[src/rtl/salamander_pkg.sv]
// Shared definitions for the accumulator datapath: ALU opcode encoding,
// positions of the C/Z/N bits inside the flag register, the ALU stage
// FSM states, and a helper that assembles the flag vector.
package salamander_pkg;

  typedef enum logic [2:0] {
    OP_ADD = 3'b000,
    OP_SUB = 3'b001,
    OP_AND = 3'b010,
    OP_OR  = 3'b011,
    OP_XOR = 3'b100,
    OP_SHL = 3'b101,
    OP_SHR = 3'b110,
    OP_MUL = 3'b111
  } opcode_e;

  localparam int NUM_FLAGS = 3;
  localparam int FLAG_C    = 2;
  localparam int FLAG_Z    = 1;
  localparam int FLAG_N    = 0;

  typedef enum logic {
    ST_IDLE     = 1'b0,
    ST_MUL_BUSY = 1'b1
  } alu_state_e;

  function automatic logic [NUM_FLAGS-1:0] pack_flags(input logic c, input logic z,
                                                      input logic n);
    logic [NUM_FLAGS-1:0] f;
    f         = '0;
    f[FLAG_C] = c;
    f[FLAG_Z] = z;
    f[FLAG_N] = n;
    return f;
  endfunction

endpackage

[src/rtl/acu_mul_iter.sv]
// Iterative unsigned shift-add multiplier, one partial product per cycle.
// Ports:
//   clk, rstn      clock, asynchronous active-low reset (aborts a multiply)
//   start          latch a_val/b_val and begin; ignored bits of a running op
//   a_val, b_val   operands, sampled only on start
//   done           high during the cycle whose closing edge performs step SIZE
//   product        full 2*SIZE product, valid while done is high
// The final accumulate is presented combinationally with done so the caller
// can capture the result on the same edge that performs the last step.
module acu_mul_iter #(
  parameter int SIZE = 8
) (
  input  logic              clk,
  input  logic              rstn,
  input  logic              start,
  input  logic [SIZE-1:0]   a_val,
  input  logic [SIZE-1:0]   b_val,
  output logic              done,
  output logic [2*SIZE-1:0] product
);

  localparam int CW = (SIZE > 1) ? $clog2(SIZE) : 1;

  logic [2*SIZE-1:0] acc_q;
  logic [2*SIZE-1:0] mcand_q;
  logic [2*SIZE-1:0] acc_next;
  logic [SIZE-1:0]   mplier_q;
  logic [CW-1:0]     cnt_q;
  logic              run_q;

  always_comb begin
    acc_next = acc_q;
    if (mplier_q[0]) begin
      acc_next = acc_q + mcand_q;
    end
  end

  assign done    = run_q && (cnt_q == CW'(SIZE - 1));
  assign product = acc_next;

  always_ff @(posedge clk or negedge rstn) begin
    if (!rstn) begin
      acc_q    <= '0;
      mcand_q  <= '0;
      mplier_q <= '0;
      cnt_q    <= '0;
      run_q    <= 1'b0;
    end else if (start) begin
      acc_q    <= '0;
      mcand_q  <= {{SIZE{1'b0}}, a_val};
      mplier_q <= b_val;
      cnt_q    <= '0;
      run_q    <= 1'b1;
    end else if (run_q) begin
      acc_q    <= acc_next;
      mcand_q  <= mcand_q << 1;
      mplier_q <= mplier_q >> 1;
      cnt_q    <= cnt_q + CW'(1);
      if (done) begin
        run_q <= 1'b0;
      end
    end
  end

endmodule

[src/rtl/acu_alu_stage.sv]
// ALU execution stage feeding the accumulator (ACU). Computes opcode(a_val,
// b_val), registers the result on res_val with a one-cycle res_ce pulse that
// drives the ACU CE/in_val pair, and keeps a {C,Z,N} flag register.
// Configuration macro: SALAMANDER_ALU_MUL_EN enables opcode 111 as an
// iterative unsigned multiply (MUL_BUSY state + acu_mul_iter). Without it,
// opcode 111 is a single-cycle NOP that passes a_val through.
// Ports:
//   clk, rstn        clock, asynchronous active-low reset
//   op_valid/ready   operation handshake
//   opcode           operation select (salamander_pkg::opcode_e)
//   a_val, b_val     operands (a_val is the ACU output fed back)
//   res_val, res_ce  registered result and its one-cycle valid pulse
//   flags            registered {C,Z,N}, updated only with res_ce
//   state_dbg        current FSM state, for observation only
// Handshake: an op transfers on a rising clk edge where op_valid and
// op_ready are both high; op_ready never depends on op_valid, and an op
// offered while op_ready is low is ignored (upstream must hold it).
module acu_alu_stage
  import salamander_pkg::*;
#(
  parameter int SIZE = 8
) (
  input  logic            clk,
  input  logic            rstn,
  input  logic            op_valid,
  output logic            op_ready,
  input  logic [2:0]      opcode,
  input  logic [SIZE-1:0] a_val,
  input  logic [SIZE-1:0] b_val,
  output logic [SIZE-1:0] res_val,
  output logic            res_ce,
  output logic [2:0]      flags,
  output alu_state_e      state_dbg
);

  logic            xfer;
  logic [SIZE-1:0] alu_res;
  logic            alu_c;
  logic            load;
  logic [SIZE-1:0] load_res;
  logic            load_c;

  assign xfer = op_valid & op_ready;

  // Single-cycle operations. Carry/borrow come from a one-bit-wider sum.
  always_comb begin
    alu_res = a_val;
    alu_c   = 1'b0;
    case (opcode)
      OP_ADD:  {alu_c, alu_res} = {1'b0, a_val} + {1'b0, b_val};
      OP_SUB:  {alu_c, alu_res} = {1'b0, a_val} - {1'b0, b_val};
      OP_AND:  alu_res = a_val & b_val;
      OP_OR:   alu_res = a_val | b_val;
      OP_XOR:  alu_res = a_val ^ b_val;
      OP_SHL: begin
        alu_res = {a_val[SIZE-2:0], 1'b0};
        alu_c   = a_val[SIZE-1];
      end
      OP_SHR: begin
        alu_res = {1'b0, a_val[SIZE-1:1]};
        alu_c   = a_val[0];
      end
      // OP_MUL without the multiplier: pass-through NOP with C cleared.
      default: begin
        alu_res = a_val;
        alu_c   = 1'b0;
      end
    endcase
  end

`ifdef SALAMANDER_ALU_MUL_EN
  alu_state_e        state_q;
  alu_state_e        state_d;
  logic              mul_start;
  logic              mul_done;
  logic [2*SIZE-1:0] mul_prod;

  assign mul_start = xfer && (opcode == OP_MUL);
  assign op_ready  = (state_q == ST_IDLE);
  assign state_dbg = state_q;

  acu_mul_iter #(.SIZE(SIZE)) u_mul (
    .clk     (clk),
    .rstn    (rstn),
    .start   (mul_start),
    .a_val   (a_val),
    .b_val   (b_val),
    .done    (mul_done),
    .product (mul_prod)
  );

  always_ff @(posedge clk or negedge rstn) begin
    if (!rstn) begin
      state_q <= ST_IDLE;
    end else begin
      state_q <= state_d;
    end
  end

  always_comb begin
    state_d = state_q;
    case (state_q)
      ST_IDLE:     if (mul_start) state_d = ST_MUL_BUSY;
      ST_MUL_BUSY: if (mul_done)  state_d = ST_IDLE;
      default:     state_d = ST_IDLE;
    endcase
  end

  // A finishing multiply and a new transfer cannot coincide: op_ready is
  // low for the whole multiply.
  always_comb begin
    load     = 1'b0;
    load_res = alu_res;
    load_c   = alu_c;
    if (mul_done) begin
      load     = 1'b1;
      load_res = mul_prod[SIZE-1:0];
      load_c   = |mul_prod[2*SIZE-1:SIZE];
    end else if (xfer && (opcode != OP_MUL)) begin
      load = 1'b1;
    end
  end
`else
  assign op_ready  = 1'b1;
  assign state_dbg = ST_IDLE;
  assign load      = xfer;
  assign load_res  = alu_res;
  assign load_c    = alu_c;
`endif

  // res_ce is a pulse: cleared every cycle unless an op completes.
  always_ff @(posedge clk or negedge rstn) begin
    if (!rstn) begin
      res_val <= '0;
      res_ce  <= 1'b0;
      flags   <= '0;
    end else begin
      res_ce <= 1'b0;
      if (load) begin
        res_val <= load_res;
        res_ce  <= 1'b1;
        flags   <= pack_flags(load_c, (load_res == '0), load_res[SIZE-1]);
      end
    end
  end

endmodule

[config.mk]
export PLATFORM = sky130hd
export DESIGN_NAME = acu_alu_stage
export DESIGN_NICKNAME = d
export VERILOG_FILES = /design/src/rtl/salamander_pkg.sv /design/src/rtl/acu_mul_iter.sv /design/src/rtl/acu_alu_stage.sv
export SDC_FILE = /design/constraint.sdc
export NUM_CORES = 1
export LEC_CHECK = 0
export ABC_AREA = 1
export BUFFER_PORTS_ARGS = -buffer_cell sky130_fd_sc_hd__buf_4
export CAP_MARGIN = 20
export CORE_ASPECT_RATIO = 1.25
export CORE_MARGIN = 4
export CORE_UTILIZATION = 60
export DETAILED_ROUTE_END_ITERATION = 10
export PLACE_DENSITY_LB_ADDON = 0.2
export SLEW_MARGIN = 25
export SYNTH_ARGS = -nofsm -noshare
export SYNTH_HDL_FRONTEND = slang
export SYNTH_SLANG_ARGS = --single-unit
[constraint.sdc]
create_clock -name clk -period 1.7 [get_ports clk]
set_clock_uncertainty 0.2 [all_clocks]
set_input_delay 0.255 -clock clk [delete_from_list [all_inputs] [get_ports clk]]
set_output_delay 0.255 -clock clk [all_outputs]
set_load 0.03 [all_outputs]
==> impl_metrics.yaml, run 1 <==
run_status:
  status: "did not finish"
  stop_stage: "global routing"
  firstError: "[ERROR DPL-0033] detailed placement checks failed during check placement."
placement:
  hpwl_um: 5470
  gp_congestion: 0.984
  portBuffers: 33
global_route:
  antenna_found_initial: 0
  grt_max_degree: 14
synthesis:
  synth-seq-area-share_pct: 14.8
  synth.largest_area_cell: "nand2_1"
  syn_area_per_cell_um2: 5.71
  syn_inst: 326
  synthDistinctLibCells: 25
  synth_area_mm2: 0.00186
  synthTopCellsByArea: "nand2_1 (21%), ha_1 (16%), dfrtp_1 (15%), inv_1 (11%), nand3_1 (9.7%)"
  mappedNetlistNets: 374
  ys_seq_elements: 11
  synth_warnings: 0
  yosys.area.top_type_share_pct: 20.6
clocking:
  cts_made_buffers: 3
  cts-root-buf: "clkbuf_4"
  cts.sinks: 11
  htreeDepth: 1
  cts.path.max_buffers: 2
die:
  die_y_um: 70.3
  start_util_pct: 62.6
  die_x_um: 57.8
  io-pin-count: 36
  rows: 22
timing:
  worst_endpoint_kind: "register data pin"
  postGrtWorstEndpoint: "flags[1]$_DFFE_PN0P_/D"
==> cells by family after synthesis <==
| kind of cell | Yosys count | share of synthesized area [%] |
|---|---|---|
| other | 2 | 0.403 |
| buffers and inverters | 67 | 15.0 |
| adders and majority gates | 26 | 18.3 |
| DFF | 11 | 14.8 |
| and+or+nand+nor | 184 | 41.2 |
| AOI/OAI and AO/OA | 36 | 10.3 |
==> stage by stage <==
stage	TNS, ps	cell area [µm²]	cells	util [%]	setup slack [ps]
floorplan	-118	1940	326	-	-114
global placement	-2470	2580	443	86.7	-378
detailed placement	-3610	2580	443	86.7	-582
CTS	-402	2700	450	91.0	-189
==> repair_timing <==
action | 4_1_cts
buffers inserted | 2
resized for setup | 19
hold endpoints to repair | 12
hold buffers | 2
setup endpoints to repair | 9
pin swaps | 8
==> Yosys cell counts (all sizes together) <==
master / instances
a21oi: 13
a31oi: 1
and2: 1
buf: 9
clkbuf: 1
conb: 2
dfrtp: 11
fa: 2
ha: 24
inv: 57
nand2: 102
nand3: 37
nand3b: 1
nand4: 6
nor2: 36
nor3: 1
o211ai: 1
o21ai: 16
o21bai: 2
o22ai: 3
==> run 2: changes to the inputs <==
CORE_ASPECT_RATIO = not set   (was 1.25)
CORE_UTILIZATION = 40   (was 60)
PLACE_DENSITY_LB_ADDON = 0.15   (was 0.2)
==> run 2 against run 1 <==
  * The flow now finishes, with violations (setup timing)
  * Synthesized area unchanged
  * Synthesized cell count unchanged
==> impl_metrics.yaml, run 2 <==
synthesis:
  ys_top_cells_by_count: "nand2_1 (102), inv_1 (55), nand3_1 (36), nor2_1 (35), ha_1 (24)"
  synth_area_mm2: 0.00186
  mappedNetlistNets: 374
  syn_area_per_cell_um2: 5.71
  yosys.area.top_type_share_pct: 20.6
  synth_warnings: 0
  synthTopCellsByArea: "nand2_1 (21%), ha_1 (16%), dfrtp_1 (15%), inv_1 (11%), nand3_1 (9.7%)"
  synth_flop_cell: "dfrtp_1"
  ys_seq_elements: 11
  synth.largest_area_cell: "nand2_1"
  synthDistinctLibCells: 25
  syn_inst: 326
  synth-seq-area-share_pct: 14.8
  ys_async_sr_fraction_pct: 100
  synth_edf_count: 0
  synth.most_common_cell: "nand2_1"
die:
  rows: 24
  die_y_um: 76.2
  core_area_mm2: 0.00444
  start_util_pct: 41.9
  die_x_um: 76.2
  dieArea_mm2: 0.00581
  io-pin-count: 36
clocking:
  cts-root-buf: "clkbuf_8"
  htreeDepth: 1
  cts_tree: "yes"
  cts.sinks: 11
  path_clk_slew_ps: 50
  cts_made_buffers: 3
  cts.path.max_buffers: 2
  clk_latency_ps: 240
global_route:
  globalRouteOverflowTotal: 0
  grt_pass1_vias: 2187
  grt_max_degree: 14
  antenna_found_initial: 0
  track_usage_pct: 20.7
  grt_first_pass_wirelength_um: 10000
timing:
  period_minus_slack_ps: 1860
  setup-violations-final: 7
  maxSlewViolCount: 0
  fin_crit_sh_pct: 110
  setup_tns_ps: -480
  finalHoldViolations: 0
  tightest_slew_ps: 503
  setup_ws_ps: -163
  slew_headroom_pct: 66.3
  rsz0062_at_grt: "true"
  fmax_mhz: 537
  timing.hold.ws_ps: 195
critical_path:
  path_class: "in -> reg"
  reg2reg_slack_ps: 850
  r2r-end: "res_val[1]$_DFFE_PN0P_"
  crit_buf_inv: 3
  critPathSlowestCell: "fa_2"
  crit_family: "simple AND/OR/NAND/NOR gates"
  cp-start-kind: "primary input"
  ff2ff_path_depth: 2
  cp.depth: 14
  critPathMaxStageDelay_ps: 520
  cpMostUsedCell: "nor2_1"
  r2r_start: "res_val[1]$_DFFE_PN0P_"
  critPathMaxFanout: 3
  end_kind: "register"
  cp.arrival_ps: 1840
  crit_required_ps: 1680
  cp_cell_sequence: "buf_12, ha_4, inv_2, fa_2, inv_2, nand2_2, nand2_2, nor2_1, nand3_1, nor2_1, nand2_1, nor2_1, nand4_1, nand2_1"
final_layout:
  stdcell_area_mm2: 0.00284
  antennaDiodeCount: 0
  final_common_cell: "nand2_1"
  largest_reg_flops: 7
  largest_register: "res_val"
  fillers: 440
  seq_area_um2: 275
  utilization_pct: 63.8
  drive_above_1_share_pct: 34.4
  syn_to_final_growth_pct: 52.4
  nets: 467
  final_cell_mix: "nand2_1 (96), buf_4 (92), inv_1 (44)"
  multiInputGateArea_mm2: 0.00146
  reg_top3: "res_val x7, flags x3, res_ce x1"
drt:
  ant_nets: 0
  avgViaCountPerCell: 5.03
  wl_per_cell_um: 13.0
  num_vias: 2363
  route.detailed.drc: 0
  first_pass_iters: 5
  drt-total-wl_um: 6090
  drtIter0Drc: 154
placement:
  placed_cell_area_mm2: 0.00261
  gp_congestion: 0.957
  hpwl_um: 4900
  portBuffers: 33
pwr:
  power.leakage_uw: 0.00158
  ir_worst_vdd_uv: 349
  p_per_area_mw_per_mm2: 499
worst_hold_path:
  hold_class: "in -> async"
run_status:
  status: "complete, but fails checks"
  violations: "setup timing"
run:
  max_cap_viol_count: 0
==> run 2: stage by stage <==
step                      cells  worst slack, ps  power, µW
after floorplan             326             -114        758
after global placement      460             -408       1070
after detailed placement    460             -493       1080
after CTS                   467             -131       1380
after global routing        470             -258       1530
final                       470             -163       1420
==> run 2: per-layer routing <==
metal  wire length [µm]  GRT usage (%)
met1               2620           27.1
met2               2970           35.9
met3                463           3.66
met4                 36           3.44
met5                  0              0
==> run 2: logic make-up after synthesis <==
family                     after synthesis  synth area share (%)
adders and majority gates               26                  18.3
buffers and inverters                   67                  15.0
DFF                                     11                  14.8
AOI/OAI and AO/OA                       36                  10.3
and+or+nand+nor                        184                  41.2
other                                    2                 0.403
==> run 2: where the power goes <==
part	switching, µW	leakage, µW	total [µW]	internal, µW
combinational	469	0.00142	838	369
clock	98.4	0.0000228	263	165
sequential	18.8	0.000136	315	296
==> run 2: worst max-delay path by stage <==
stage	from	endpoint	slack (ps)
2_1_floorplan	a_val[0]	flags[1]$_DFFE_PN0P_	-110
3_3_place_gp	a_val[0]	flags[1]$_DFFE_PN0P_	-410
3_5_place_dp	a_val[0]	flags[1]$_DFFE_PN0P_	-490
4_1_cts	a_val[0]	flags[1]$_DFFE_PN0P_	-130
5_1_grt	a_val[0]	flags[1]$_DFFE_PN0P_	-260
6_report	a_val[0]	flags[1]$_DFFE_PN0P_	-160
==> run 2: final cells by class <==
type                       count  share of cell area [%]
timing repair buffer          98                    26.9
clock buffer                   4                    1.59
sequential                    11                    9.70
inverter                      57                    7.98
tap                           52                    2.29
multi-input combinational    248                    51.6
==> run 2: what timing repair did <==
item	CTS	global route
hold buffers	2	0
gates resized for setup	21	20
setup endpoints to repair	9	9
endpoints found under the hold margin	12	0
setup buffers	2	3
pin swaps	9	8
Power figures use the tool's default switching activity.
